`src/rtl/aes_stream_ctrl_pkg.sv`:
```
// Shared types and constants for the AES stream controller and its watchdog.
package aes_pkg;

  localparam int unsigned AES_BLK_W   = 128;
  localparam int unsigned CNT_W_DEF   = 16;
  localparam int unsigned TIMEOUT_DEF = 64;

  typedef enum logic [2:0] {
    IDLE,
    WAIT_KEY,
    WAIT_IN,
    ISSUE,
    PROCESS,
    WRITE_OUT,
    DONE,
    ERR
  } ctrl_state_t;

  // busy covers the whole job, including the DONE cycle, but not ERR
  function automatic logic is_busy_state(input ctrl_state_t s);
    return (s != IDLE) && (s != ERR);
  endfunction

endpackage

```
`src/rtl/aes_stream_ctrl_watchdog.sv`:
```
// Cycle counter bounding how long a block may sit in aes_block before the job errors out.
module aes_watchdog
  import aes_pkg::*;
#(
  parameter int unsigned TIMEOUT = TIMEOUT_DEF
) (
  input  logic clk,
  input  logic n_rst,
  input  logic clear_i,
  input  logic enable_i,
  output logic expired_c
);

  localparam int unsigned       WD_W = $clog2(TIMEOUT);
  localparam logic [WD_W-1:0]   LAST = WD_W'(TIMEOUT - 1);

  logic [WD_W-1:0] cnt_q;
  logic [WD_W-1:0] cnt_d;

  // saturate at LAST so a stalled controller never wraps back to a safe count
  always_comb begin
    cnt_d = cnt_q;
    if (clear_i) begin
      cnt_d = '0;
    end else if (enable_i && (cnt_q != LAST)) begin
      cnt_d = cnt_q + WD_W'(1);
    end
  end

  always_ff @(posedge clk or negedge n_rst) begin
    if (!n_rst) begin
      cnt_q <= '0;
    end else begin
      cnt_q <= cnt_d;
    end
  end

  assign expired_c = enable_i && (cnt_q == LAST);

endmodule

```
`src/rtl/aes_stream_ctrl.sv`:
```
// Job sequencer in front of aes_block: gates each block on key/RX/TX readiness,
// pulses read_fifo and tx_fifo_write, and reports busy, done and watchdog timeout.
module aes_stream_ctrl
  import aes_pkg::*;
#(
  parameter int unsigned CNT_W   = CNT_W_DEF,
  parameter int unsigned TIMEOUT = TIMEOUT_DEF
) (
  input  logic             clk,
  input  logic             n_rst,
  input  logic             start,
  input  logic             mode_in,
  input  logic [CNT_W-1:0] block_count,
  input  logic             key_ready,
  input  logic             rx_fifo_empty,
  input  logic             tx_fifo_full,
  input  logic             aes_data_done,
  input  logic             clear_err,
  output logic             read_fifo,
  output logic             is_encrypt,
  output logic             tx_fifo_write,
  output logic             busy,
  output logic             job_done,
  output logic             timeout_err,
  output logic [CNT_W-1:0] blocks_left
);

  ctrl_state_t      state_q;
  ctrl_state_t      state_d;
  logic             mode_q;
  logic             mode_d;
  logic [CNT_W-1:0] left_q;
  logic [CNT_W-1:0] left_d;
  logic             write_d;

  logic             read_fifo_q;
  logic             tx_fifo_write_q;
  logic             busy_q;
  logic             job_done_q;
  logic             timeout_err_q;

  logic             wd_expired;

  aes_watchdog #(
    .TIMEOUT (TIMEOUT)
  ) u_watchdog (
    .clk       (clk),
    .n_rst     (n_rst),
    .clear_i   (state_q == ISSUE),
    .enable_i  (state_q == PROCESS),
    .expired_c (wd_expired)
  );

  // next-state and job-register update
  always_comb begin
    state_d = state_q;
    mode_d  = mode_q;
    left_d  = left_q;
    write_d = 1'b0;
    unique case (state_q)
      IDLE: begin
        if (start) begin
          mode_d  = mode_in;
          left_d  = block_count;
          state_d = (block_count == '0) ? DONE : WAIT_KEY;
        end
      end
      WAIT_KEY: begin
        if (key_ready) begin
          state_d = WAIT_IN;
        end
      end
      WAIT_IN: begin
        if (!rx_fifo_empty) begin
          state_d = ISSUE;
        end
      end
      ISSUE: begin
        state_d = PROCESS;
      end
      PROCESS: begin
        // a done arriving on the expiry cycle still completes the block
        if (aes_data_done) begin
          state_d = WRITE_OUT;
        end else if (wd_expired) begin
          state_d = ERR;
        end
      end
      WRITE_OUT: begin
        if (!tx_fifo_full) begin
          write_d = 1'b1;
          if (left_q != '0) begin
            left_d = left_q - CNT_W'(1);
          end
          state_d = (left_q <= CNT_W'(1)) ? DONE : WAIT_IN;
        end
      end
      DONE: begin
        mode_d  = 1'b0;
        state_d = IDLE;
      end
      ERR: begin
        if (clear_err) begin
          mode_d  = 1'b0;
          left_d  = '0;
          state_d = IDLE;
        end
      end
      default: begin
        state_d = IDLE;
      end
    endcase
  end

  // state, job registers and Moore outputs all update on the same edge
  always_ff @(posedge clk or negedge n_rst) begin
    if (!n_rst) begin
      state_q         <= IDLE;
      mode_q          <= 1'b0;
      left_q          <= '0;
      read_fifo_q     <= 1'b0;
      tx_fifo_write_q <= 1'b0;
      busy_q          <= 1'b0;
      job_done_q      <= 1'b0;
      timeout_err_q   <= 1'b0;
    end else begin
      state_q         <= state_d;
      mode_q          <= mode_d;
      left_q          <= left_d;
      read_fifo_q     <= (state_d == ISSUE);
      tx_fifo_write_q <= write_d;
      busy_q          <= is_busy_state(state_d);
      job_done_q      <= (state_d == DONE);
      timeout_err_q   <= (state_d == ERR);
    end
  end

  assign read_fifo     = read_fifo_q;
  assign is_encrypt    = mode_q;
  assign tx_fifo_write = tx_fifo_write_q;
  assign busy          = busy_q;
  assign job_done      = job_done_q;
  assign timeout_err   = timeout_err_q;
  assign blocks_left   = left_q;

endmodule

```
`config.mk`:
```
export PLATFORM = sky130hd
export DESIGN_NAME = aes_stream_ctrl
export DESIGN_NICKNAME = d
export VERILOG_FILES = /design/src/rtl/aes_stream_ctrl_pkg.sv /design/src/rtl/aes_stream_ctrl_watchdog.sv /design/src/rtl/aes_stream_ctrl.sv
export SDC_FILE = /design/constraint.sdc
export NUM_CORES = 1
export LEC_CHECK = 0
export BUFFER_PORTS_ARGS = -buffer_cell sky130_fd_sc_hd__buf_2
export CELL_PAD_IN_SITES_DETAIL_PLACEMENT = 0
export CELL_PAD_IN_SITES_GLOBAL_PLACEMENT = 1
export CORE_ASPECT_RATIO = 1.5
export CORE_MARGIN = 5
export CORE_UTILIZATION = 40
export DETAILED_ROUTE_END_ITERATION = 6
export HOLD_SLACK_MARGIN = 0.03
export MAX_ROUTING_LAYER = met4
export PLACE_DENSITY_LB_ADDON = 0.1
export REMOVE_ABC_BUFFERS = 1
export SETUP_SLACK_MARGIN = 0.1
export SLEW_MARGIN = 5
export SYNTH_ARGS = -nofsm -noshare
export SYNTH_HDL_FRONTEND = slang
export SYNTH_HIERARCHICAL = 1
export SYNTH_SLANG_ARGS = --single-unit
```
`constraint.sdc`:
```
create_clock -name clk -period 2.8 [get_ports clk]
set_input_delay 0.14 -clock clk [delete_from_list [all_inputs] [get_ports clk]]
set_output_delay 0.14 -clock clk [all_outputs]
set_load 0.02 [all_outputs]
```
# Word level (Yosys, flattened, before mapping)
# Cells that the tools add are included.
# totals
reg_bits	31
inputBits	25
out_inout_bits	22
wordCells	63
# classes
n_addsub	2
magnitude_cmp	1
eq_ne	17
mux	22
n_reduce_logical	12
# op_table
cell	n
$mux 16	4
$pmux 16 s3	1
$mux 3	9
$pmux 3 s8	1
$eq 3x3->1 const B	6
$le 16x1->1 const B	1
$logic_not 16->1	1
$reduce_bool 16->1	1
$sub 16x1->16 const B	1
$mux 6	2
$eq 3x2->1 const B	3
$reduce_bool 3->1	3
$ne 2x2->1 const B	4
$add 6x1->6 const B	1
$eq 6x6->1 const B	1
$ne 6x6->1 const B	1
$reduce_and 5->1	1
$mux 1	4
$eq 3x1->1 const B	1
$logic_and 1x1->1	3
$logic_not 3->1	1
$ne 3x3->1 const B	1
$pmux 1 s3	1
$reduce_and 3->1	1
$reduce_bool 2->1	1

# Longest topological paths before layout
# logic_depth
depth_word	7
ltp_mapped	10
depth_no_buf	8

# Cells and area by module
# Netlist, hierarchy kept.
# modules_own_cells
module	instances	cells_per_inst	area_per_inst_um2	seq_area_each_um2
aes_stream_ctrl	1	193	1690.4	625.6
aes_watchdog	1	42	374.1	150.1

# Worst setup path before layout
# OpenSTA, ideal clock, no wires.
# synth_path
path_type	register to register
start	register state_q[2]
end	register mode_q (netlist: is_encrypt)
setup_ps	65
arrival_ps	2152
required_ps	2735
slack_ps	583
path_stages_with_launch	11
path_buffers	2
period_less_slack_ps	2217
cell_sequence	dfrtp_1 -> buf_2 -> nor3b_1 -> buf_6 -> nand3_1 -> nor2_1 -> or3b_2 -> a21oi_1 -> nor3_1 -> a31oi_1 -> a31o_2
# synth_between
elab_chain_cells	3
word_cells_on_any_way	8
classes_between	4 x eq/ne; 1 x mux; 3 x reduce/logical
# synth_rtl
element	line_no	rtl
from (decl)	aes_stream_ctrl.sv:28	ctrl_state_t state_q;
from (signal assigned)	aes_stream_ctrl.sv:127	state_q <= state_d;
$eq 3x3->1 / $logic_not 3->1 (equally long branches)	aes_stream_ctrl.sv:60	unique case (state_q)
$ne 2x2->1 (no line) / $reduce_bool 3->1 (equally long branches)	--	
$reduce_and 3->1 (no line)	--	
to (signal assigned)	aes_stream_ctrl.sv:128	mode_q <= mode_d;
to (decl)	aes_stream_ctrl.sv:30	logic mode_q;
# Parallel ways exist; a longest one is shown, timed or not.
# A chain may end at the register's enable or synchronous reset.

# Worst setup path after layout
# layout_path
start	register left_q[0] (netlist: blocks_left[0])
end	register left_q[12] (netlist: blocks_left[12])
# layout_between
elab_chain_cells	4
word_cells_on_any_way	7
classes_between	1 x add/sub; 1 x eq/ne; 3 x mux; 2 x reduce/logical
# layout_rtl
element	line_no	rtl
from (decl)	aes_stream_ctrl.sv:32	logic [CNT_W-1:0] left_q;
from (signal assigned)	aes_stream_ctrl.sv:129	left_q <= left_d;
$sub 16x1->16	aes_stream_ctrl.sv:93	left_d = left_q - CNT_W'(1);
$mux 16	aes_stream_ctrl.sv:92	if (left_q != '0) begin
$mux 16	aes_stream_ctrl.sv:90	if (!tx_fifo_full) begin
$pmux 16 s3	aes_stream_ctrl.sv:60	
# Parallel ways exist; a longest one is shown, timed or not. The select of a mux whose other input is x is not followed.

==> summary.md <==
| Metric | Value |
|---|---|
| Worst-case vdd ir drop | `0.000459 V` |
| Number of instances in the synthesized netlist | `235` |
| Comb power frac | `53.7%` |
| Die outline width | `68.7 microns` |
| Register-to-Register Setup Slack | `460 ps` |
| Remaining global-route overflow | `0` |
| Outcome | `finished, final reports clean` |
| Capture point of the worst reg-to-reg path | `blocks_left[12]$_DFFE_PN0P_` |
| Timing-limited maximum frequency | `427 MHz` |
| Final hold viol count | `0` |
| Biggest area consumer among synthesized cells | `sky130_fd_sc_hd__dfrtp_1` |
| Clk Tree Root Cell | `sky130_fd_sc_hd__clkbuf_8` |
| Post-Syn Area | `2060 sq um` |
| Antenna violation net count after detailed routing | `0` |
| Internal portion of total power | `1.39 mW` |
| Pins Over Slew Limit | `0` |
| Placed wire-length estimate after detailed placement | `4560 microns` |
| Depth of the worst hold-timing path | `2` |
| Worst Path Class, Setup | `reg -> reg` |
| Core area | `5080 sq um` |
| Post-layout utilization of the core | `48.3%` |
| Most common flop cell mapped by yosys | `sky130_fd_sc_hd__dfrtp_1` |
| Setup repair after global routing missed its margin | `no` |
| Final TNS setup | `0 ps` |
| Antenna diode instance count | `0` |
| Hold Path Class | `in -> reg` |
| Hold Startpoint | `tx_fifo_full` |
| Wire length of the first global-routing pass | `10300 microns` |
| Number of global-route vias before repair | `2026` |
| Startpoint type of the worst setup path | `flop` |
| Clock-pin transition on the worst setup and hold timing paths | `70 ps` |
| Launch instance of the worst register-to-register path | `blocks_left[0]$_DFFE_PN0P_` |
| Via density per instance | `5.83` |
| Share of synthesized registers carrying an async set or reset | `100%` |
| Number of levels the H-tree was split into | `2` |
| TritonRoute pass-1 iters | `4` |
| Count of cells along the worst register-to-register path | `7` |
| CP Max Fanout | `6` |
| Number of flops mapped to enable cells by yosys | `0` |
| Nets@finish | `311` |
| Starting density of the core | `40.6%` |
| # clock sinks | `31` |
| Average cell area after synthesis | `8.79 sq um` |
| Post-route fraction of the period consumed by the critical path | `83.6%` |
| Total Die Area | `6730 sq um` |
| Largest net degree at the start of global routing | `32` |
| Clock latency at the later pin of the worst-skew pair | `280 ps` |
| Total via count after detailed routing | `2048` |
| Commonest cells after routing, fill and taps aside | `46 x sky130_fd_sc_hd__buf_2, 31 x sky130_fd_sc_hd__dfrtp_1, 20 x sky130_fd_sc_hd__nor2_1` |
| Total design power | `2.73 mW` |
| DRC violation total after the first TritonRoute iteration | `126` |
| MaxCap Viol Count | `0` |
| Antenna violations before repair | `0` |
| Fill cell count | `539` |
| CP startpoint | `blocks_left[0]$_DFFE_PN0P_` |
| Flip-flop and latch count after synthesis | `31` |
| Inserted Clock Buffers | `5` |
| Critical path capture point type | `flop` |
| Fraction of post-synthesis cell area in the top cell type by area | `37.6%` |
| DRC errors left | `0` |
| Row Count | `32` |
| Port bufs | `46` |
| Fraction of layout cells with a size suffix above 1 | `29.0%` |
| Cell leakage power | `1.09 nW` |
| Critical Path AT | `2500 ps` |
| Routability-driven placement congestion ratio | `0.786` |
| DIE HEIGHT | `98.0 microns` |
| Final critical delay including setup and external delays | `2340 ps` |
| Yosys warning count | `6` |
| Overall routed net length | `6210 microns` |
| Total setup violations reported at the end of the flow | `0` |
| Hold EP | `tx_fifo_write$_DFF_PN0_` |
| Slew of the pin with the lowest slew margin | `939 ps` |
| Top-Level Pins | `47` |
| Top post-synthesis cells by area | `sky130_fd_sc_hd__dfrtp_1 38%, sky130_fd_sc_hd__o31ai_1 4.7%, sky130_fd_sc_hd__nor2_1 3.6%` |
| Buffer levels on the longest clock path | `2` |
| Worst Clk Skew | `7.87 ps` |
| Max-slew headroom at the worst pin | `36.8%` |
| Global routing usage summed across all routing layers | `20.3%` |
| Sw Share | `49.1%` |
| Smallest hold slack | `88.7 ps` |
| Layout overhead on the synthesized area | `18.8%` |
| Required time reported for the critical path endpoint | `2960 ps` |
| Most common cell after layout, fill and taps aside | `sky130_fd_sc_hd__buf_2` |
| Yosys cell types | `57` |
| Post-synthesis sequential area ratio | `37.6%` |
| Routed length per placed instance | `17.7 microns` |
| Setup Buffers After CTS | `0` |
| TritonCTS clock tree | `yes` |
| Net switching power | `1.34 mW` |
| Clk network pwr share | `13.3%` |
| Cell Pwr Density | `1110 nW/um^2` |
| Share of power burned in registers | `33.0%` |
-- cell type report --
class                      instances  area [sq um]  area share, %
multi-input combinational        179          1160           47.3
sequential                        31           776           31.6
timing repair buffer              56           308           12.5
tap                               68          85.1           3.47
clock buffer                       6          82.6           3.37
inverter                          10          37.5           1.53
clock inverter                     1          5.00          0.204
-- timing repair --
| action | 4_1_cts | 5_1_grt |
|---|---|---|
| endpoints found under the hold margin | 31 | 0 |
| setup endpoints to repair | 0 | 0 |
| resized for setup | 0 | 0 |
| hold buffers | 1 | 0 |
-- per-stage QoR --
| step | instance area, sq um | cells | worst slack [ps] |
|---|---|---|---|
| 6_report | 2450 | 351 | 459 |
| 5_1_grt | 2450 | 351 | 314 |
| 4_1_cts | 2450 | 351 | 437 |
| 3_5_place_dp | 2360 | 343 | 465 |
| 3_3_place_gp | 2360 | 343 | 433 |
| 2_1_floorplan | 1970 | 220 | 30.8 |
-- flip-flops by register name (all words and copies together), names as in the netlist --
name,flops
state_q,3
blocks_left,16
is_encrypt,1
tx_fifo_write,1
u_watchdog/cnt_q,6
read_fifo,1
busy,1
job_done,1
timeout_err,1
-- per-layer routing --
layer,GRT usage (%),wire [microns]
met2,31.9,3200
met5,-,0
met1,25.5,2600
met3,2.88,235
met4,8.12,161
-- cells by family (layout without fill, tap and decap cells) --
family	Yosys count	count (layout)	synth area share [%]
AO/OA/AOI/OAI	78	78	27.3
AND/OR/NAND/NOR	98	98	27.0
flip-flops	31	31	37.6
buffers and inverters	25	73	6.24
adder cells (fa/ha/maj)	3	3	1.82
-- power groups by stage --
stage,registers [mW],clock network [mW],logic (mW)
2_1_floorplan,1.01,0,0.842
3_3_place_gp,0.901,0,1.47
6_report,0.900,0.363,1.46
5_1_grt,0.941,0.392,1.61
4_1_cts,0.898,0.374,1.48
3_5_place_dp,0.909,0,1.46
-- synth_stat cells, types with 2 or more instances --
cell type,n
sky130_fd_sc_hd__nor3_1,12
sky130_fd_sc_hd__a32oi_1,6
sky130_fd_sc_hd__a21oi_2,2
sky130_fd_sc_hd__nor2b_1,4
sky130_fd_sc_hd__nor3b_1,4
sky130_fd_sc_hd__a21oi_1,14
sky130_fd_sc_hd__nor3_2,2
sky130_fd_sc_hd__nand2_1,15
sky130_fd_sc_hd__or4_1,2
sky130_fd_sc_hd__o22ai_1,2
sky130_fd_sc_hd__o21ai_0,7
sky130_fd_sc_hd__nor4_1,8
sky130_fd_sc_hd__o31ai_1,13
sky130_fd_sc_hd__nor2_1,20
sky130_fd_sc_hd__o311ai_1,2
sky130_fd_sc_hd__o21ai_2,8
sky130_fd_sc_hd__a31oi_1,5
sky130_fd_sc_hd__inv_1,10
sky130_fd_sc_hd__a22oi_1,5
sky130_fd_sc_hd__clkbuf_1,6
sky130_fd_sc_hd__nand2b_1,2
sky130_fd_sc_hd__nand3_1,8
sky130_fd_sc_hd__ha_1,3
sky130_fd_sc_hd__buf_2,6
sky130_fd_sc_hd__or3b_2,2
sky130_fd_sc_hd__dfrtp_1,31
sky130_fd_sc_hd__o211ai_1,2
sky130_fd_sc_hd__or3_1,5
-- how the worst max path moves through the flow --
stage,to,slack [ps]
after floorplan,blocks_left[8]$_DFFE_PN0P_,30
after global placement,blocks_left[14]$_DFFE_PN0P_,430
after detailed placement,blocks_left[12]$_DFFE_PN0P_,470
after CTS,blocks_left[12]$_DFFE_PN0P_,440
after global routing,busy$_DFF_PN0_,310
final,blocks_left[12]$_DFFE_PN0P_,460
-- worst max-delay path, cell delays in order (launching register included) --
cell,delay (ps)
sky130_fd_sc_hd__dfrtp_1,440
sky130_fd_sc_hd__inv_1,140
sky130_fd_sc_hd__ha_1,240
sky130_fd_sc_hd__or3b_2,540
sky130_fd_sc_hd__nor3_2,390
sky130_fd_sc_hd__a21oi_1,120
sky130_fd_sc_hd__o31ai_1,270
sky130_fd_sc_hd__o21ai_2,90
(Power assumes the default switching activity.)
